File: src/rtl/pcm_pkg.sv
// rtl/pcm_pkg.sv - shared PCM sample types and constants for the tone/serializer path
package pcm_pkg;

    localparam int PCM_WIDTH      = 16;
    localparam int PCM_STAT_WIDTH = 16;

    typedef logic [PCM_WIDTH-1:0] pcm_sample_t;

    // Increment that sticks at all-ones instead of wrapping.
    function automatic logic [PCM_STAT_WIDTH-1:0] sat_inc(input logic [PCM_STAT_WIDTH-1:0] v);
        return (v == {PCM_STAT_WIDTH{1'b1}}) ? v : v + 1'b1;
    endfunction

endpackage

File: src/rtl/pcm_fifo_mem.sv
// rtl/pcm_fifo_mem.sv - DEPTH x WIDTH simple dual-port sample store with registered read
//
// Ports:
//   clk_i               clock, rising edge
//   aclr_i              sync active-low reset (read register only; storage is not cleared)
//   wr_en_i/wr_addr_i/wr_data_i  write port
//   rd_en_i/rd_addr_i   read request
//   rd_data_o           registered read data, holds when no read
module pcm_fifo_mem #(
    parameter int DEPTH = 16,
    parameter int WIDTH = 16,
    localparam int AW   = $clog2(DEPTH)
) (
    input  logic             clk_i,
    input  logic             aclr_i,
    input  logic             wr_en_i,
    input  logic [AW-1:0]    wr_addr_i,
    input  logic [WIDTH-1:0] wr_data_i,
    input  logic             rd_en_i,
    input  logic [AW-1:0]    rd_addr_i,
    output logic [WIDTH-1:0] rd_data_o
);

    logic [WIDTH-1:0] mem_q [DEPTH];
    logic [WIDTH-1:0] rd_data_q;

    always_ff @(posedge clk_i) begin
        if (wr_en_i) begin
            mem_q[wr_addr_i] <= wr_data_i;
        end
    end

    // When full with a simultaneous read and write, both addresses match;
    // the read returns the old entry, which is the correct FIFO order.
    always_ff @(posedge clk_i) begin
        if (!aclr_i) begin
            rd_data_q <= '0;
        end else if (rd_en_i) begin
            rd_data_q <= mem_q[rd_addr_i];
        end
    end

    assign rd_data_o = rd_data_q;

endmodule

File: src/rtl/pcm_sample_fifo.sv
// rtl/pcm_sample_fifo.sv - single-clock PCM sample FIFO with early-full flag
//
// Optional statistics: define PCM_FIFO_STATS_EN to build overflow/underflow counters.
//
// Ports:
//   clk, aclr (sync active-low reset)
//   wr_en, wr_data          producer write strobe and sample
//   fifo_full               registered early-full (free entries <= FULL_SLACK)
//   rd_en                   consumer read request
//   rd_data, rd_valid       registered read sample and its one-cycle valid
//   fifo_empty, level       registered occupancy status
//   overflow_cnt            dropped writes (0 when stats not built)
//   underflow_cnt           rejected reads (0 when stats not built)
module pcm_sample_fifo
    import pcm_pkg::*;
#(
    parameter int DEPTH      = 16,
    parameter int WIDTH      = PCM_WIDTH,
    parameter int FULL_SLACK = 2,
    localparam int AW        = $clog2(DEPTH),
    localparam int LW        = AW + 1
) (
    input  logic                      clk,
    input  logic                      aclr,
    input  logic                      wr_en,
    input  logic [WIDTH-1:0]          wr_data,
    output logic                      fifo_full,
    input  logic                      rd_en,
    output logic [WIDTH-1:0]          rd_data,
    output logic                      rd_valid,
    output logic                      fifo_empty,
    output logic [LW-1:0]             level,
    output logic [PCM_STAT_WIDTH-1:0] overflow_cnt,
    output logic [PCM_STAT_WIDTH-1:0] underflow_cnt
);

    logic [AW-1:0] wr_ptr_q, wr_ptr_d;
    logic [AW-1:0] rd_ptr_q, rd_ptr_d;
    logic [LW-1:0] level_q, level_d;
    logic          full_q, full_d;
    logic          empty_q, empty_d;
    logic          rd_valid_q;
    logic          rd_ok, wr_ok, wr_drop, rd_reject;

    always_comb begin
        rd_ok     = rd_en && (level_q != '0);
        // A read at the same edge frees the slot, so a full FIFO still accepts.
        wr_ok     = wr_en && ((level_q != LW'(DEPTH)) || rd_ok);
        wr_drop   = wr_en && !wr_ok;
        rd_reject = rd_en && !rd_ok;

        wr_ptr_d = wr_ok ? wr_ptr_q + 1'b1 : wr_ptr_q;
        rd_ptr_d = rd_ok ? rd_ptr_q + 1'b1 : rd_ptr_q;

        level_d = level_q;
        if (wr_ok && !rd_ok) begin
            level_d = level_q + 1'b1;
        end else if (rd_ok && !wr_ok) begin
            level_d = level_q - 1'b1;
        end

        full_d  = (level_d >= LW'(DEPTH - FULL_SLACK));
        empty_d = (level_d == '0);
    end

    always_ff @(posedge clk) begin
        if (!aclr) begin
            wr_ptr_q   <= '0;
            rd_ptr_q   <= '0;
            level_q    <= '0;
            full_q     <= 1'b0;
            empty_q    <= 1'b1;
            rd_valid_q <= 1'b0;
        end else begin
            wr_ptr_q   <= wr_ptr_d;
            rd_ptr_q   <= rd_ptr_d;
            level_q    <= level_d;
            full_q     <= full_d;
            empty_q    <= empty_d;
            rd_valid_q <= rd_ok;
        end
    end

    pcm_fifo_mem #(
        .DEPTH (DEPTH),
        .WIDTH (WIDTH)
    ) u_mem (
        .clk_i     (clk),
        .aclr_i    (aclr),
        .wr_en_i   (wr_ok && aclr),
        .wr_addr_i (wr_ptr_q),
        .wr_data_i (wr_data),
        .rd_en_i   (rd_ok && aclr),
        .rd_addr_i (rd_ptr_q),
        .rd_data_o (rd_data)
    );

    assign fifo_full  = full_q;
    assign fifo_empty = empty_q;
    assign level      = level_q;
    assign rd_valid   = rd_valid_q;

`ifdef PCM_FIFO_STATS_EN
    logic [PCM_STAT_WIDTH-1:0] ovf_q, ovf_d;
    logic [PCM_STAT_WIDTH-1:0] unf_q, unf_d;

    always_comb begin
        ovf_d = wr_drop   ? sat_inc(ovf_q) : ovf_q;
        unf_d = rd_reject ? sat_inc(unf_q) : unf_q;
    end

    always_ff @(posedge clk) begin
        if (!aclr) begin
            ovf_q <= '0;
            unf_q <= '0;
        end else begin
            ovf_q <= ovf_d;
            unf_q <= unf_d;
        end
    end

    assign overflow_cnt  = ovf_q;
    assign underflow_cnt = unf_q;
`else
    logic unused_stats;
    assign unused_stats  = wr_drop ^ rd_reject;
    assign overflow_cnt  = '0;
    assign underflow_cnt = '0;
`endif

endmodule

File: config.mk
export PLATFORM = sky130hd
export DESIGN_NAME = pcm_sample_fifo
export DESIGN_NICKNAME = d
export VERILOG_FILES = /design/src/rtl/pcm_pkg.sv /design/src/rtl/pcm_fifo_mem.sv /design/src/rtl/pcm_sample_fifo.sv
export SDC_FILE = /design/constraint.sdc
export NUM_CORES = 1
export LEC_CHECK = 0
export CORE_MARGIN = 1.5
export CORE_UTILIZATION = 60
export CTS_CLUSTER_SIZE = 20
export DETAILED_ROUTE_END_ITERATION = 10
export PLACE_DENSITY = 0.81
export SKIP_CTS_REPAIR_TIMING = 1
export SLEW_MARGIN = 20
export SYNTH_ARGS = -nofsm -noshare
export SYNTH_HDL_FRONTEND = slang
export SYNTH_SLANG_ARGS = --single-unit
File: constraint.sdc
create_clock -name clk -period 6 [get_ports clk]
set_input_delay 1.2 -clock clk [delete_from_list [all_inputs] [get_ports clk]]
set_output_delay 1.2 -clock clk [all_outputs]
set_load 0.02 [all_outputs]
==> results of run 1 <==
[area by class of cell]
type,instances,area [um^2]
flip-flops and latches,288,8334
fillers,1109,5670
multi-input cells,286,2927
clock buffers,36,802.0
repair buffers,63,580.6
well taps,260,325.3
clock inverters,16,168.9
inverters,6,22.52
[layout by cell type (no fill, tap or decap), types with 4 or more instances in the layout]
cell type / Yosys / routed
nand2_1: 15 / 15
edfxtp_1: 256 / 256
dfxtp_1: 32 / 29
clkinvlp_4: 0 / 6
conb_1: 1 / 32
a22o_1: 16 / 16
or3b_2: 4 / 4
and2_1: 11 / 11
mux4_2: 64 / 64
clkdlybuf4s50_1: 0 / 43
nor2_1: 21 / 20
inv_1: 6 / 6
a21oi_1: 19 / 19
xnor2_1: 8 / 8
buf_4: 35 / 20
clkinv_2: 0 / 6
ha_1: 7 / 7
mux2i_1: 17 / 17
nor2b_1: 19 / 19
clkbuf_16: 0 / 29
clkbuf_8: 0 / 5
a211oi_1: 17 / 17
[metal layers]
layer | GRT usage | vias up
li1 | - | 2514
met1 | 0.3643 | 3019
met2 | 0.4010 | 371
met3 | 0.03634 | 61
met4 | 0.1123 | 0
met5 | 0 | -
[power by group]
| part | internal, mW | total (mW) | leakage [nW] | switching (mW) |
|---|---|---|---|---|
| logic | 0.425 | 0.856 | 1.15 | 0.431 |
| registers | 2.24 | 2.34 | 2.57 | 0.101 |
| clock network | 1.07 | 1.81 | 0.464 | 0.735 |
[path summary, 6_finish.rpt]
check | slack, ps | from | endpoint
max reg2reg | 3060 | level[0] | u_mem.mem_q[2][1]
min reg2reg | 480 | u_mem.rd_data_o[12] | u_mem.rd_data_o[12]
max | 2630 | rd_en | u_mem.mem_q[2][1]
min | 480 | u_mem.rd_data_o[12] | u_mem.rd_data_o[12]
[logic make-up after synthesis]
group,count (synthesis),share of synthesized area
mux,81,0.1391
fa+ha+maj,7,0.007559
other cells,1,0.0003237
simple gates,88,0.04330
buf+inv,74,0.03888
xor+xnor,8,0.006048
flops,288,0.7188
compound gates,70,0.04600
[state kept, by name (all words and copies together) (netlist names)]
signal,flops
u_mem.mem_q,256
u_mem.rd_data_o,16
level,5
rd_ptr_q,4
wr_ptr_q,4
fifo_empty,1
fifo_full,1
rd_valid,1
[metrics by stage]
| step | utilization | power, mW | setup WS, ps |
|---|---|---|---|
| after floorplan | - | 2.987 | 2740 |
| after detailed placement | 0.6473 | 3.227 | 2140 |
| after global placement | 0.6472 | 3.204 | 1860 |
| after global routing | 0.6989 | 5.150 | 2329 |
| after CTS | 0.6989 | 5.012 | 2614 |
| final | 0.6989 | 5.001 | 2630 |
[worst reg2reg max path, delay by kind of cell (launching register included)]
family | cells | cell delay [ps]
AND/OR/NAND/NOR | 3 | 1170
buffers and inverters | 1 | 90
flip-flops | 1 | 530
adder cells (fa/ha/maj) | 1 | 260
AO/OA/AOI/OAI | 1 | 520
==> impl_metrics.yaml, run 1 <==
drt:
  highest_layer: "met4"
  drc_errors: 0
  wire_per_inst_um: 25.74
  firstDrtPassIters: 5
  routed_wl_mm: 24.58
  antenna_left: 0
  drtIter0Drc: 623
  viasPerCell: 6.246
  m1WireLength_mm: 10.09
  met2_length_mm: 11.61
  dr_wl_met3_mm: 1.797
  vias: 5965
timing:
  tightest_slew_ps: 952.2
  drv_slew: 0
  finalHoldViolations: 0
  relSlewSlack: 0.3652
  tns_ps: 0
  max_freq_mhz: 296.7
  rsz0062_at_grt: "false"
  finalCritPeriodShare: 0.5617
  setup_viol_count_final: 0
  finalCriticalPeriod_ps: 3370
  whs_ps: 478.0
  fin_worst_skew_ps: 10.86
floorplanning:
  start_util: 0.6153
  die_w_um: 142.0
  pin_count: 76
  dieArea_um2: 20150
  die_h_um: 142.0
  core_um2: 18830
  rows: 50
min_path:
  hp-class: "flip-flop to flip-flop"
  worstHoldPathCells: 1
critical_path:
  critPathMaxFanout: 16
  cp_num_buf_inv: 1
  cp-end-kind: "flip-flop"
  crit_path_cell_trace: "clkdlybuf4s50_1 -> nor2b_1 -> a21boi_1 -> nand2_1 -> nor2_2"
  cp_data_required_time_ps: 6170
  critPathSlowestCell: "clkdlybuf4s50_1"
  reg2regPathDepth: 6
  cp_slowest_stage_delay_ps: 700
  cp.depth: 5
  cp_top_family: "simple AND/OR/NAND/NOR gates"
  crit_arrival_ps: 3540
  critPathKind: "input pin to flip-flop"
  startpoint_type: "input pin"
global_routing:
  grt_max_degree: 51
  grt_pass1_wl_mm: 36.98
  grt.overflow.total: 0
  antenna_found_initial: 0
  grt_pass1_vias: 6044
  grtUsageTotal: 0.2551
final_layout:
  final_area_um2: 13160
  layout.nets: 700
  syn_to_final_growth_pct: 13.59
  insertedDiodeCount: 0
  layout-drive-gt1-share: 0.2129
  fin_cells: 955
place:
  hpwl_mm: 14.32
  place_inst: 903
  gp_congestion: 0.7938
  dpl_cell_area_um2: 12190
  numPortBuffers: 43
power_and_ir_drop:
  p_leak_nw: 4.179
  peakVddDrop_mv: 0.2418
  power_density_nw_per_um2: 380.0
yosys:
  synth_edf_count: 256
  synthTopCellsByCount: "edfxtp_1 (256), mux4_2 (64), buf_4 (35)"
  avgSynthCellArea_um2: 18.78
  synth-seq-cells: 288
  yosysWarnings: 0
  synth_cell_type_count: 44
  yosysTopAreaCellShare: 0.6635
  synth_most_common_cell: "edfxtp_1"
  netlist_instances: 617
  synthArstFlopShare: 0
  synth_seq_area_share: 0.7188
  syn_area_um2: 11590
  ys_top_cells_by_area: "edfxtp_1 (66%), mux4_2 (12%), dfxtp_1 (5.5%)"
  synthFlopType: "edfxtp_1"
  yosysTopAreaCell: "edfxtp_1"
clock_network:
  clockBufferDepth: 3
  htree_num_levels: 1
  cts-buffers-inserted: 28
  numClockSinks: 288
  clk_latency_ps: 540
  cts.clk_slew.worst_paths_ps: 60
  clock-root-buffer: "clkbuf_16"
  cts_tree: "built"
flow_run:
  maxCapViolCount: 0
run_status:
  status: "finished, final reports clean"
Power figures use the tool's default switching activity.
==> run 2, diff against run 1 <==
--- a/config.mk
+++ b/config.mk
@@ -6,10 +6,10 @@
 export NUM_CORES = 1
 export LEC_CHECK = 0
 export CORE_MARGIN = 1.5
-export CORE_UTILIZATION = 60
+export CORE_UTILIZATION = 53
 export CTS_CLUSTER_SIZE = 20
 export DETAILED_ROUTE_END_ITERATION = 10
-export PLACE_DENSITY = 0.81
+export PLACE_DENSITY = 0.76
 export SKIP_CTS_REPAIR_TIMING = 1
 export SLEW_MARGIN = 20
 export SYNTH_ARGS = -nofsm -noshare
==> constraint.sdc (replaced) <==
create_clock -name clk -period 2.8 [get_ports clk]
set_input_delay 0.56 -clock clk [delete_from_list [all_inputs] [get_ports clk]]
set_output_delay 0.56 -clock clk [all_outputs]
set_load 0.02 [all_outputs]
==> impl_metrics.yaml, run 2 (synthesized netlist as in run 1, its figures left out) <==
clock_network:
  clk_latency_ps: 520
  cts-buffers-inserted: 27
  htree_num_levels: 1
  cts_tree: "built"
  clockBufferDepth: 3
  numClockSinks: 288
  clock-root-buffer: "clkbuf_16"
  cts.clk_slew.worst_paths_ps: 70
critical_path:
  r2r_end: "u_mem.rd_data_o[9]"
  worstReg2RegStart: "level[0]"
  critPathSlowestCell: "and2_1"
  reg2regPathDepth: 6
  cp_slowest_stage_delay_ps: 680
  cp-end-kind: "flip-flop"
  cp_top_family: "simple AND/OR/NAND/NOR gates"
  critPathKind: "flip-flop to flip-flop"
  critPathMaxFanout: 16
  crit_arrival_ps: 2910
  crit_path_cell_trace: "inv_1 -> ha_1 -> or4b_4 -> nand2_1 -> and2_1 -> a22o_1"
  reg2reg_slack_ps: 350
  cp_num_buf_inv: 1
  startpoint_type: "flip-flop"
  cp_data_required_time_ps: 3260
final_layout:
  final_cell_mix: "edfxtp_1 (256), mux4_2 (64), clkdlybuf4s50_1 (43)"
  insertedDiodeCount: 0
  layout_commonest_cell: "edfxtp_1"
  postLayoutCoreUtil: 0.6335
  layout.nets: 722
  layout-drive-gt1-share: 0.2406
  largest_reg_flops: 256
  syn_to_final_growth_pct: 16.03
  regMostFlops: "u_mem.mem_q"
min_path:
  hold_path_end: "u_mem.rd_data_o[13]"
  hp-start: "u_mem.rd_data_o[13]"
  worstHoldPathCells: 1
  hp-class: "flip-flop to flip-flop"
place:
  hpwl_mm: 14.87
  numPortBuffers: 43
  gp_congestion: 0.8638
drt:
  viasPerCell: 6.012
  firstDrtPassIters: 4
  vias: 5952
  drc_errors: 0
  routed_wl_mm: 23.50
  wire_per_inst_um: 23.74
  antenna_left: 0
  drtIter0Drc: 653
floorplanning:
  die_w_um: 150.9
  dieArea_um2: 22760
  pin_count: 76
  start_util: 0.5460
  core_um2: 21220
  die_h_um: 150.9
  rows: 53
global_routing:
  grtUsageTotal: 0.2137
  grt_pass1_wl_mm: 35.60
  antenna_found_initial: 0
  grt_pass1_vias: 6130
  grt_max_degree: 32
  grt.overflow.total: 0
timing:
  finalCritPeriodShare: 0.8742
  whs_ps: 478.7
  drv_slew: 0
  fin_worst_skew_ps: 12.83
  setup_viol_count_final: 0
  rsz0062_at_grt: "false"
  max_freq_mhz: 408.5
  finalCriticalPeriod_ps: 2448
  relSlewSlack: 0.4530
  finalHoldViolations: 0
  tightest_slew_ps: 820.5
power_and_ir_drop:
  p_leak_nw: 4.336
  power_density_nw_per_um2: 810.3
  peakVddDrop_mv: 0.4916
flow_run:
  maxCapViolCount: 0
run_status:
  status: "finished, final reports clean"
-- run 2: cell count changes in the layout (fill, tap and decap cells not counted), moves of 3 or more --
| cell | delta |
|---|---|
| buf_12 | +3 |
| bufinv_16 | +3 |
| buf_4 | +20 |
| clkinv_2 | -3 |
| clkbuf_8 | -3 |
-- run 2: layout make-up --
type | count | area, um^2
Clock buffer | 31 | 753.2
Tap cell | 275 | 344.1
Clock inverter | 18 | 266.5
Fill cell | 1417 | 7777
Multi-Input combinational cell | 286 | 2932
Sequential cell | 288 | 8334
Inverter | 6 | 22.52
Timing Repair Buffer | 86 | 790.8
-- run 2: worst register-to-register path, stage by stage, from the launching register on --
cell	delay, ps
dfxtp_1	410
inv_1	100
ha_1	240
or4b_4	550
nand2_1	150
and2_1	680
a22o_1	270
-- run 2: power by group --
group,switching [mW],internal [mW]
logic,0.919,0.974
registers,0.150,4.79
clock network,1.56,2.50
-- run 2: per-stage QoR --
stage	power, mW	setup WS [ps]	instances	area, um^2	TNS [ps]
2_1_floorplan	6.402	-105.9	648	11710	-17210
3_3_place_gp	6.868	372.9	941	12420	0
3_5_place_dp	6.924	312.8	941	12420	0
4_1_cts	10.96	383.7	990	13440	0
5_1_grt	11.27	220.5	990	13440	0
6_report	10.89	352.2	990	13440	0
-- run 2: how the worst max path moves through the flow --
stage | from | to | slack (ps) | depth (start not counted)
after detailed placement | wr_en | u_mem.mem_q[8][8] | 310 | 6
after global placement | wr_en | u_mem.mem_q[12][11] | 370 | 6
after floorplan | level[0] | u_mem.mem_q[11][0] | -110 | 7
final | level[0] | u_mem.rd_data_o[9] | 350 | 6
after global routing | level[0] | u_mem.rd_data_o[8] | 220 | 6
after CTS | level[0] | u_mem.rd_data_o[9] | 380 | 6
-- run 2: routing by layer --
metal / part of all wire / global-route usage / vias to the layer above
li1: - / - / 2560
met1: 0.40 / 0.2908 / 3095
met2: 0.51 / 0.3637 / 257
met3: 0.068 / 0.03283 / 40
met4: 0.023 / 0.05777 / 0
met5: 0 / 0 / -
==> patch: new RTL, settings of run 2 <==
Add a define of `PCM_FIFO_STATS_EN`.
--- a/src/rtl/pcm_sample_fifo.sv
+++ b/src/rtl/pcm_sample_fifo.sv
@@ -13,2 +13,4 @@
 //   underflow_cnt           rejected reads (0 when stats not built)
+`define PCM_FIFO_STATS_EN
+
 module pcm_sample_fifo
Function: changed (Yosys sat finds a counterexample within 4 cycles, from zero or initial values).
==> patch against run 2 <==
Critical path depth is 2 higher; maximum frequency decreased by 5.3%; area after synthesis grew 8.9%; power grew 12%; setup slack worse by 0.14 ns; final area is 12% higher; sequential power increased by 11%; sequential cell count increased by 32; wire length rose by 19%.
==> patch: results (changes against run 2) <==
| Metric | Value |
|---|---|
| Status | `complete, no violations` |
| Post-synthesis cell type count | `52 (+18%)` |
| Filler cells | `1596 (+13%)` |
| Min cycle time layout | `2.58 ns (+0.137 ns)` |
| Adder-cell share of the synthesized area | `0.892% (+0.14 points)` |
| GP Congestion | `0.845 (-2.2%)` |
| Multi-input gates | `330 (+15%)` |
| DP Worst Slack | `0.338 ns (+0.0254 ns)` |
| Met3 routed wirelength | `2.26 mm (+42%)` |
| Post-synthesis xor/xnor area fraction | `2.22% (+1.6 points)` |
| Initial DRC count | `605 (-7.4%)` |
| Port buffer count | `75 (+74%)` |
| Synth Flop Type | `edfxtp_1` |
| Max FO, Critical Path | `9 (-7)` |
| Layout Skew | `0.0159 ns (+0.00306 ns)` |
| GR Util met1 | `30.5% (+1.4 points)` |
| Final nets | `845 (+17%)` |
| Slowest CP cell | `dfxtp_1` |
| Vias | `7027 (+18%)` |
| Buffering overhead | `7.64% (+1.8 points)` |
| P_leak | `4.76 nW (+9.8%)` |
| Met3 Use GR | `5.09% (+1.8 points)` |
| Hold Path Origin | `u_mem.rd_data_o[12]$_SDFFE_PN0P_` |
| FF-to-FF End | `u_mem.mem_q[14][13]$_DFFE_PP_` |
| # clk buffers | `51 (+65%)` |
| Seq/total area | `59.5% (-2.5 points)` |
| Grt met2 use | `40.3% (+4.0 points)` |
| Synth cell count leaders | `edfxtp_1, mux4_2, dfxtp_1` |
| Post-synth top area share | `60.9% (-5.4 points)` |
| Critical path data arrival time | `2.77 ns (-0.14 ns)` |
| Seq/Total Area, Yosys | `71.1% (-0.80 points)` |
| Largest net degree at the start of global routing | `43 (+34%)` |
| Psw | `0.00300 W (+14%)` |
| DP Wirelength | `17.0 mm (+14%)` |
| WL met1 | `10.9 mm (+17%)` |
| R2r setup slk | `0.22 ns (-0.14 ns)` |
| Clock network area share | `7.15% (-0.43 points)` |
| Synth Area in Compound Gates | `3.50% (-1.1 points)` |
| Seq cells | `320 (+11%)` |
| Fraction of area in multi-input gates | `22.8% (+1.0 points)` |
| Crit-path max cell delay | `0.54 ns (-0.14 ns)` |
| Area contributors post-synth | `edfxtp_1, mux4_2, dfxtp_1` |
| Signal buffers | `117 (+36%)` |
| Drt pass-1 iters | `5 (+1)` |
| Seq pwr share | `45.0% (-0.4 points)` |
| Routed WL | `28.0 mm (+19%)` |
| Part of the power in the clock network | `35.9% (-1.3 points)` |
| Global-route wire length before repair | `42.9 mm (+21%)` |
| Hold endpoint | `u_mem.rd_data_o[12]$_SDFFE_PN0P_` |
| Inverter count | `12 (+6)` |
| GRT Total Usage | `23.7% (+2.3 points)` |
| H-tree Lvls | `2 (+1)` |
| Met2 wire len | `14.2 mm (+18%)` |
[patch: cell types whose count changed in the layout (fill, tap and decap cells not counted), moves of 14 or more]
cell,run 2,this run
conb_1,32,0
clkdlybuf4s50_1,43,75
a211oi_1,17,3
nand3_1,2,17
nor2b_1,19,2
mux4_2,64,80
xnor2_1,8,23
clkbuf_1,0,16
dfxtp_1,29,62
nor2_1,18,50
[patch: worst max-delay path: cells and delay by family (launching register included)]
family          cells  cell delay [ns]
compound gates      1             0.15
flops               1             0.54
fa+ha+maj           1             0.27
buf+inv             3             0.65
simple gates        3             0.65
[patch: stage by stage]
stage,instance area [sq um],hold slack [ns],cells,power [W],setup TNS (ns)
floorplan,12600,0.528,694,0.00720,-31.00
global placement,14000,0.457,1098,0.00784,0
detailed placement,14000,0.468,1098,0.00791,0
CTS,15100,0.481,1158,0.0123,0
global route,15100,0.493,1158,0.0126,0
finish,15100,0.477,1158,0.0122,0
